## config.mk

```make
export PLATFORM = sky130hd
export DESIGN_NAME = fetch_queue_unit
export DESIGN_NICKNAME = d
export VERILOG_FILES = /design/src/rtl/fetch_queue_unit.sv
export SDC_FILE = /design/constraint.sdc
export NUM_CORES = 1
export LEC_CHECK = 0
export ABC_CLOCK_PERIOD_IN_PS = 3300
export BUFFER_PORTS_ARGS = -buffer_cell sky130_fd_sc_hd__buf_4
export CAP_MARGIN = 10
export CORE_AREA = 2 2 196 198
export CTS_BUF_LIST = sky130_fd_sc_hd__clkbuf_8 sky130_fd_sc_hd__clkbuf_16
export DETAILED_ROUTE_END_ITERATION = 7
export DIE_AREA = 0 0 198 200
export GPL_ROUTABILITY_DRIVEN = 0
export PLACE_DENSITY = 0.81
export SYNTH_ARGS = -nofsm -noshare
export SYNTH_HDL_FRONTEND = slang
export SYNTH_SLANG_ARGS = --single-unit
```

## constraint.sdc

```tcl
create_clock -name clk -period 3.3 [get_ports clk]
set_clock_uncertainty 0.2 [all_clocks]
set_input_delay 0.165 -clock clk [delete_from_list [all_inputs] [get_ports clk]]
set_output_delay 0.165 -clock clk [all_outputs]
set_load 0.02 [all_outputs]
```

## src/rtl/fetch_queue_unit.sv

```systemverilog
`default_nettype none
// +--------------------------------------------------------------------------+
// | fetch_queue_unit: PC owner + {pc, instruction} FIFO feeding decode.      |
// | Revision: 1.0                                                            |
// +--------------------------------------------------------------------------+
module fetch_queue_unit #(
    parameter logic [63:0] RESET_PC   = 64'd0,
    parameter int          FIFO_DEPTH = 4,
    parameter logic [63:0] LAST_ADDR  = 64'd152,
    parameter logic [31:0] NOP_INSTR  = 32'h0000_0013
) (
    input  logic                          clk,
    input  logic                          reset,
    output logic [63:0]                   Inst_Address,
    input  logic [31:0]                   Instruction,
    input  logic                          redirect_valid,
    input  logic [63:0]                   redirect_pc,
    output logic                          out_valid,
    input  logic                          out_ready,
    output logic [63:0]                   out_pc,
    output logic [31:0]                   out_instruction,
    output logic                          fetch_halted,
    output logic [$clog2(FIFO_DEPTH):0]   fifo_count
);

    localparam int c_ptr_w = $clog2(FIFO_DEPTH);
    localparam int c_cnt_w = c_ptr_w + 1;
    localparam logic [c_cnt_w-1:0] c_depth = c_cnt_w'(FIFO_DEPTH);

    logic [63:0]        pc_q, pc_d;
    logic [c_ptr_w-1:0] wr_ptr_q, wr_ptr_d;
    logic [c_ptr_w-1:0] rd_ptr_q, rd_ptr_d;
    logic [c_cnt_w-1:0] count_q, count_d;
    logic               halted_q, halted_d;
    logic [63:0]        entry_pc_q    [FIFO_DEPTH];
    logic [63:0]        entry_pc_d    [FIFO_DEPTH];
    logic [31:0]        entry_instr_q [FIFO_DEPTH];
    logic [31:0]        entry_instr_d [FIFO_DEPTH];

    logic pop;
    logic push;

    assign Inst_Address    = pc_q;
    assign out_valid       = (count_q != '0);
    assign out_pc          = out_valid ? entry_pc_q[rd_ptr_q] : 64'd0;
    assign out_instruction = out_valid ? entry_instr_q[rd_ptr_q] : NOP_INSTR;
    assign fetch_halted    = halted_q;
    assign fifo_count      = count_q;

    assign pop  = out_valid && out_ready;
    assign push = !halted_q && !redirect_valid && ((count_q < c_depth) || pop);

    always_comb begin
        pc_d          = pc_q;
        wr_ptr_d      = wr_ptr_q;
        rd_ptr_d      = rd_ptr_q;
        count_d       = count_q;
        entry_pc_d    = entry_pc_q;
        entry_instr_d = entry_instr_q;

        if (redirect_valid) begin
            // Flush wins over everything; a head popped this cycle is simply gone.
            pc_d     = {redirect_pc[63:2], 2'b00};
            wr_ptr_d = '0;
            rd_ptr_d = '0;
            count_d  = '0;
        end else begin
            if (push) begin
                entry_pc_d[wr_ptr_q]    = pc_q;
                entry_instr_d[wr_ptr_q] = Instruction;
                wr_ptr_d                = wr_ptr_q + 1'b1;
                pc_d                    = pc_q + 64'd4;
            end
            if (pop) begin
                rd_ptr_d = rd_ptr_q + 1'b1;
            end
            count_d = count_q + {{(c_cnt_w-1){1'b0}}, push}
                              - {{(c_cnt_w-1){1'b0}}, pop};
        end

        // PC only moves by push or redirect, so this also holds the flag while halted.
        halted_d = (pc_d > LAST_ADDR);
    end

    always_ff @(posedge clk) begin
        if (!reset) begin
            pc_q     <= RESET_PC;
            wr_ptr_q <= '0;
            rd_ptr_q <= '0;
            count_q  <= '0;
            halted_q <= 1'b0;
        end else begin
            pc_q     <= pc_d;
            wr_ptr_q <= wr_ptr_d;
            rd_ptr_q <= rd_ptr_d;
            count_q  <= count_d;
            halted_q <= halted_d;
        end
    end

    always_ff @(posedge clk) begin
        entry_pc_q    <= entry_pc_d;
        entry_instr_q <= entry_instr_d;
    end

endmodule
`default_nettype wire

```

==> results.toml, run 1 <==
[min_path]
whs_path_depth = 4
hp-class = "in2reg"

[layout]
fill_cells = 2418
fin_nets = 1800
drive_above_1_share = 0.321
design_area_mm2 = 0.0254
multi_input_area_mm2 = 0.00596
regArea_mm2 = 0.0130
area_growth_syn_to_layout_pct = 32.1

[critical_path]
crit_type = "reg2reg"
startpoint_type = "flop"
worstSetupPathDepth = 10
worst_path_most_repeated_cell = "and4_4"
r2r-end = "fetch_halted"
crit_path_end = "fetch_halted"
cp_top_family = "simple AND/OR/NAND/NOR gates"
reg2reg_from = "Inst_Address[2]"
slowest_stage = "or4_4"
reg2reg_slack_ns = 0.12
crit_required_ns = 3.53
critical_path_buf_inv_count = 1
end_kind = "flop"
cp.arrival_ns = 3.41
crit_chain = "buf_4, and4_4, nand4_4, or3_4, or4_4, xnor2_2, a21o_1, o32ai_1, and4_4, a41oi_2"
startpoint = "Inst_Address[2]"
crit_path_max_fanout = 8
worstRegToRegCells = 10
cp_slowest_stage_delay_ns = 0.54

[floorplanning]
core_area_mm2 = 0.0374
io_pins = 265
start_util = 0.513
num_rows = 71
die_area_mm2 = 0.0396
die_w_um = 198
die_y_um = 200

[logic_synthesis]
yosysWarnings = 0
synth_cell_type_count = 68
syn_inst = 1214
synthesis.area_mm2 = 0.0192
yosysSeqAreaShare = 0.676
synth_nets = 1322
syn_area_per_cell_um2 = 15.8
ys_seq_elements = 456
synth-edff-count = 384
synth_ff_type = "edfxtp_1"
ys_async_sr_fraction = 0

[timing]
rsz0062_at_grt = "yes"
finalCriticalPeriod_ns = 3.18
final.setup.worst_slack_ns = 0.120
setup_viol = 0
hold_violations = 0
whs_ns = 0.0454
setup_tns_ns = 0
slew_headroom = 0.359
max_freq_mhz = 314
period_share = 0.964
drv_slew = 0
tightestPinTransition_ns = 0.961

[route]
top_layer = "met4"
routedWlPerCell_um = 23.0
detail-route-antenna-nets = 0
wl_met2_mm = 25.3
drcViolationCount = 0
wl_met1_mm = 20.4
dr_wl_met3_mm = 4.04
drt_iter0_markers = 932
routed_wl_mm = 51.5
drtPass1Iterations = 5
viasPerCell = 5.68
vias = 12733

[clock_tree]
htreeDepth = 2
clock_latency_ns = 0.58
clk_path_buf_depth = 3
root_buffer = "clkbuf_16"
cts_sinks = 456
clk_pin_slew_ns = 0.06
cts_tree = "built"
cts_inserted_buffers = 48

[global_route]
grt_pass1_vias = 13156
grt_pass1_wl_mm = 77.1
grt_max_degree = 95
grt_antenna_before_repair = 1
grt_overflow = 0
grt_usage = 0.262

[power]
power.leakage_nw = 9.24
power.density_mw_per_mm2 = 520
vdd_drop_max_mv = 0.457

[place]
dp_slack_ns = 0.0316
hpwl_mm = 32.6
portBuffers = 262
place_area_mm2 = 0.0224

[outcome]
status = "finished, final reports clean"

[run]
max_cap_viol_count = 0
where the power goes:
group          leakage (nW)  internal (mW)  switching (mW)
registers              4.17           6.38          0.0853
clock network         0.773           3.15            2.18
logic                  4.30          0.648           0.743
total                  9.24           10.2            3.00
cell type report:
type / count / share of cell area
sequential: 456 / 0.512
multi-input combinational: 679 / 0.235
timing repair buffer: 494 / 0.165
clock buffer: 49 / 0.0483
tap: 511 / 0.0252
clock inverter: 36 / 0.0129
inverter: 13 / 0.00192
antenna: 2 / 0.000197
synth_stat cells, types with 4 or more instances:
master    count  area, µm²
a211oi_1      7       52.6
a21oi_1      22        110
a31oi_1       5       31.3
and2_1      106        663
and3_1       18        113
and4_1        6       52.6
buf_1        13       48.8
buf_2        10       50.1
clkbuf_1     41        154
dfxtp_1      72       1440
edfxtp_1    384      11500
ha_1          7       87.6
inv_1        11       41.3
mux2i_1       8       80.1
mux4_2       96       2160
nand2_1      53        199
nand2b_1     18        113
nand3_1      23        115
nand4_1      33        206
nor2_1       71        267
nor3_1       18       90.1
nor3_2        4       40.0
nor4_1       24        150
o211a_1      10        100
o21ai_0      20        100
o32a_1        5       50.1
or2_2         6       37.5
or3_1         6       37.5
xnor2_1      35        307
xor2_1       26        228
metal layers:
metal | vias up | GRT usage
met5 | - | 0
met1 | 6388 | 0.336
li1 | 5660 | -
met2 | 574 | 0.440
met3 | 111 | 0.0610
met4 | 0 | 0.0958
tightest hold or removal path, cell delays in order:
cell	delay [ns]
buf_4	0.13
buf_4	0.24
a21oi_1	0.18
nor2_1	0.05
timing repair:
| action | CTS | global route |
|---|---|---|
| buffers inserted | 0 | 0 |
| hold buffers | 141 | 0 |
| endpoints found under the setup margin | 0 | 2 |
| hold endpoints to repair | 199 | 0 |
| resized for setup | 0 | 5 |
registers in the layout (all words and copies together), names as in the netlist:
signal / cells
wr_ptr_q: 2
entry_pc_q: 256
fetch_halted: 1
Inst_Address: 64
rd_ptr_q: 2
entry_instr_q: 128
fifo_count: 3
worst min-delay path by stage:
| stage | start | end |
|---|---|---|
| floorplan | Instruction[0] | entry_instr_q[0] |
| global placement | Instruction[23] | entry_instr_q[119] |
| detailed placement | Instruction[2] | entry_instr_q[34] |
| CTS | redirect_valid | Inst_Address[4] |
| global route | redirect_valid | Inst_Address[63] |
| finish | redirect_valid | Inst_Address[63] |
per-stage QoR:
step | util | total power [mW] | instances
2_1_floorplan | - | 7.20 | 1214
3_5_place_dp | 0.598 | 7.81 | 2012
6_report | 0.678 | 13.2 | 2240
5_1_grt | 0.678 | 13.6 | 2239
3_3_place_gp | 0.598 | 7.78 | 2012
4_1_cts | 0.677 | 13.2 | 2238
cell usage in the layout, fill, tap and decap left out, types with 4 or more instances in the layout:
| master | count |
|---|---|
| nor3_1 | 18 |
| a21oi_1 | 22 |
| nand4_1 | 33 |
| and2_1 | 106 |
| mux4_2 | 96 |
| and3_1 | 14 |
| nand3_1 | 23 |
| clkinv_2 | 4 |
| dlygate4sd3_1 | 141 |
| o211a_1 | 10 |
| a211oi_1 | 7 |
| buf_4 | 343 |
| nor2_1 | 71 |
| bufinv_16 | 6 |
| a31oi_1 | 5 |
| and3_4 | 4 |
| inv_1 | 18 |
| or2_2 | 6 |
| xnor2_1 | 35 |
| o21ai_0 | 19 |
| xor2_1 | 26 |
| nor3_2 | 4 |
| dfxtp_1 | 70 |
| mux2i_1 | 8 |
| clkinvlp_4 | 5 |
| edfxtp_1 | 384 |
| and4_1 | 6 |
| clkinv_1 | 11 |
| ha_1 | 7 |
| nand2b_1 | 18 |
| nand2_1 | 53 |
| nor4_1 | 23 |
| clkbuf_16 | 49 |
| o32a_1 | 5 |
| buf_12 | 10 |
| or3_1 | 6 |
kinds of logic after synthesis:
family          after synthesis  share of synthesized area
flops                       456                      0.676
xor+xnor                     62                     0.0287
simple gates                413                      0.123
compound gates               90                     0.0326
mux                         106                      0.118
buf+inv                      79                     0.0167
fa+ha+maj                     8                    0.00560
Note: power is estimated with default switching activity, not from simulation.
==> run 2: changes to the inputs <==
- ABC_CLOCK_PERIOD_IN_PS: 3300 -> 3100
- CORE_AREA: 2 2 196 198 -> 2 2 187 189
- CTS_BUF_LIST: sky130_fd_sc_hd__clkbuf_8 sky130_fd_sc_hd__clkbuf_16 -> unset
- DIE_AREA: 0 0 198 200 -> 0 0 189 191
- PLACE_DENSITY: 0.81 -> 0.85
- clock period: 3.3 -> 3.1 ns (I/O delays scaled with it)
==> results.toml, run 2 (synthesis gave the netlist of run 1 again) <==
[critical_path]
crit_chain = "nand3_1, or2_2, nor4_1, xor2_1, o32a_1, nor4bb_1, nand3_1, nor4_2, a41oi_2"
cp_top_family = "simple AND/OR/NAND/NOR gates"
cp_slowest_stage_delay_ns = 0.42
crit_type = "reg2reg"
slowest_stage = "dfxtp_1"
end_kind = "flop"
critical_path_buf_inv_count = 0
worst_path_most_repeated_cell = "nand3_1"
crit_path_max_fanout = 5
crit_required_ns = 3.30
startpoint_type = "flop"
cp.arrival_ns = 3.36

[layout]
final_common_cell = "edfxtp_1"
largest_register = "entry_pc_q"
largest_reg_flops = 256
drive_above_1_share = 0.347
area_growth_syn_to_layout_pct = 33.3
fin_nets = 1816
mostFrequentLayoutCells = "384 x edfxtp_1, 362 x buf_4, 136 x dlygate4sd3_1"
design_area_mm2 = 0.0256

[power]
power.leakage_nw = 9.40
power.density_mw_per_mm2 = 545
vdd_drop_max_mv = 0.400
total_power_mw = 14.0

[timing]
final.setup.worst_slack_ns = -0.0557
drv_slew = 0
max_freq_mhz = 317
period_share = 1.02
whs_ns = 0.0663
slew_headroom = 0.331
tightestPinTransition_ns = 1.00
rsz0062_at_grt = "yes"
hold_violations = 0
setup_tns_ns = -0.0557
setup_viol = 1
finalCriticalPeriod_ns = 3.16

[outcome]
violations = "setup timing"
status = "complete, but fails checks"

[place]
portBuffers = 262
place_area_mm2 = 0.0225
hpwl_mm = 33.0
dp_slack_ns = -0.154

[clock_tree]
cts_tree = "built"
clk_pin_slew_ns = 0.06
cts_sinks = 456
htreeDepth = 2
clock_latency_ns = 0.55
root_buffer = "clkbuf_16"
clk_path_buf_depth = 3
cts_inserted_buffers = 45

[route]
drt_iter0_markers = 1498
routed_wl_mm = 53.6
drcViolationCount = 0
viasPerCell = 6.07
detail-route-antenna-nets = 0
drtPass1Iterations = 6
routedWlPerCell_um = 24.3
vias = 13355

[global_route]
grt_antenna_before_repair = 1
grt_usage = 0.290
grt_max_degree = 95
grt_pass1_wl_mm = 79.3
grt_pass1_vias = 13559
grt_overflow = 0

[floorplanning]
die_y_um = 191
start_util = 0.563
die_w_um = 189
num_rows = 68
die_area_mm2 = 0.0361
core_area_mm2 = 0.0341
io_pins = 265

[min_path]
hp-class = "in2reg"

[run]
max_cap_viol_count = 0
==> run 2: changes by cell type in the layout (fill, tap and decap cells not counted), sizes merged <==
| cell | previous run | this run |
|---|---|---|
| buf | 353 | 377 |
| clkbuf | 49 | 63 |
| clkinv | 17 | 12 |
| diode | 2 | 1 |
| clkinvlp | 5 | 3 |
| bufinv | 6 | 5 |
| dlygate4sd3 | 141 | 136 |
| inv | 21 | 14 |
==> run 2: worst min-delay path: stages <==
cell	delay (ns)
buf_4	0.13
buf_4	0.23
o21ai_0	0.19
nor2_1	0.05
==> run 2: worst paths after layout <==
check                        from               end  depth (start not counted)  slack, ns
setup reg to reg  Inst_Address[8]      fetch_halted                          9      -0.06
hold reg to reg   Inst_Address[2]     entry_pc_q[2]                          1       0.33
setup / recovery  Inst_Address[8]      fetch_halted                          9      -0.06
hold / removal     redirect_valid  Inst_Address[30]                          4       0.07
==> run 2: cell type report <==
class | count | area [µm²]
antenna | 1 | 2.50
clock buffer | 63 | 1270
clock inverter | 21 | 235
fill | 1885 | 8530
inverter | 13 | 48.8
multi-input combinational | 679 | 6120
sequential | 456 | 13000
tap | 455 | 569
timing repair buffer | 513 | 4360
==> run 2: stage by stage <==
step | util | instances
global route | 0.750 | 2201
floorplan | - | 1214
finish | 0.750 | 2201
CTS | 0.744 | 2195
detailed placement | 0.659 | 1975
global placement | 0.659 | 1975
==> run 2: report_power, final <==
| part | leakage (nW) | switching (mW) | internal [mW] |
|---|---|---|---|
| sequential | 4.17 | 0.0882 | 6.79 |
| combinational | 4.50 | 0.828 | 0.707 |
| clock | 0.727 | 2.27 | 3.27 |
==> run 2: metal layers <==
| layer | track usage | wire length, µm | vias up |
|---|---|---|---|
| li1 | - | - | 5696 |
| met1 | 0.376 | 19800 | 6640 |
| met2 | 0.497 | 27000 | 832 |
| met3 | 0.0507 | 4720 | 187 |
| met4 | 0.104 | 2050 | 0 |
| met5 | 0 | 0 | - |
==> run 2: what timing repair did <==
item                                    4_1_cts  5_1_grt
hold buffers                                136        0
endpoints found under the setup margin        1        7
pin swaps                                     0        7
resized for setup                             5       32
endpoints found under the hold margin       196        0
buffers inserted                              0        5
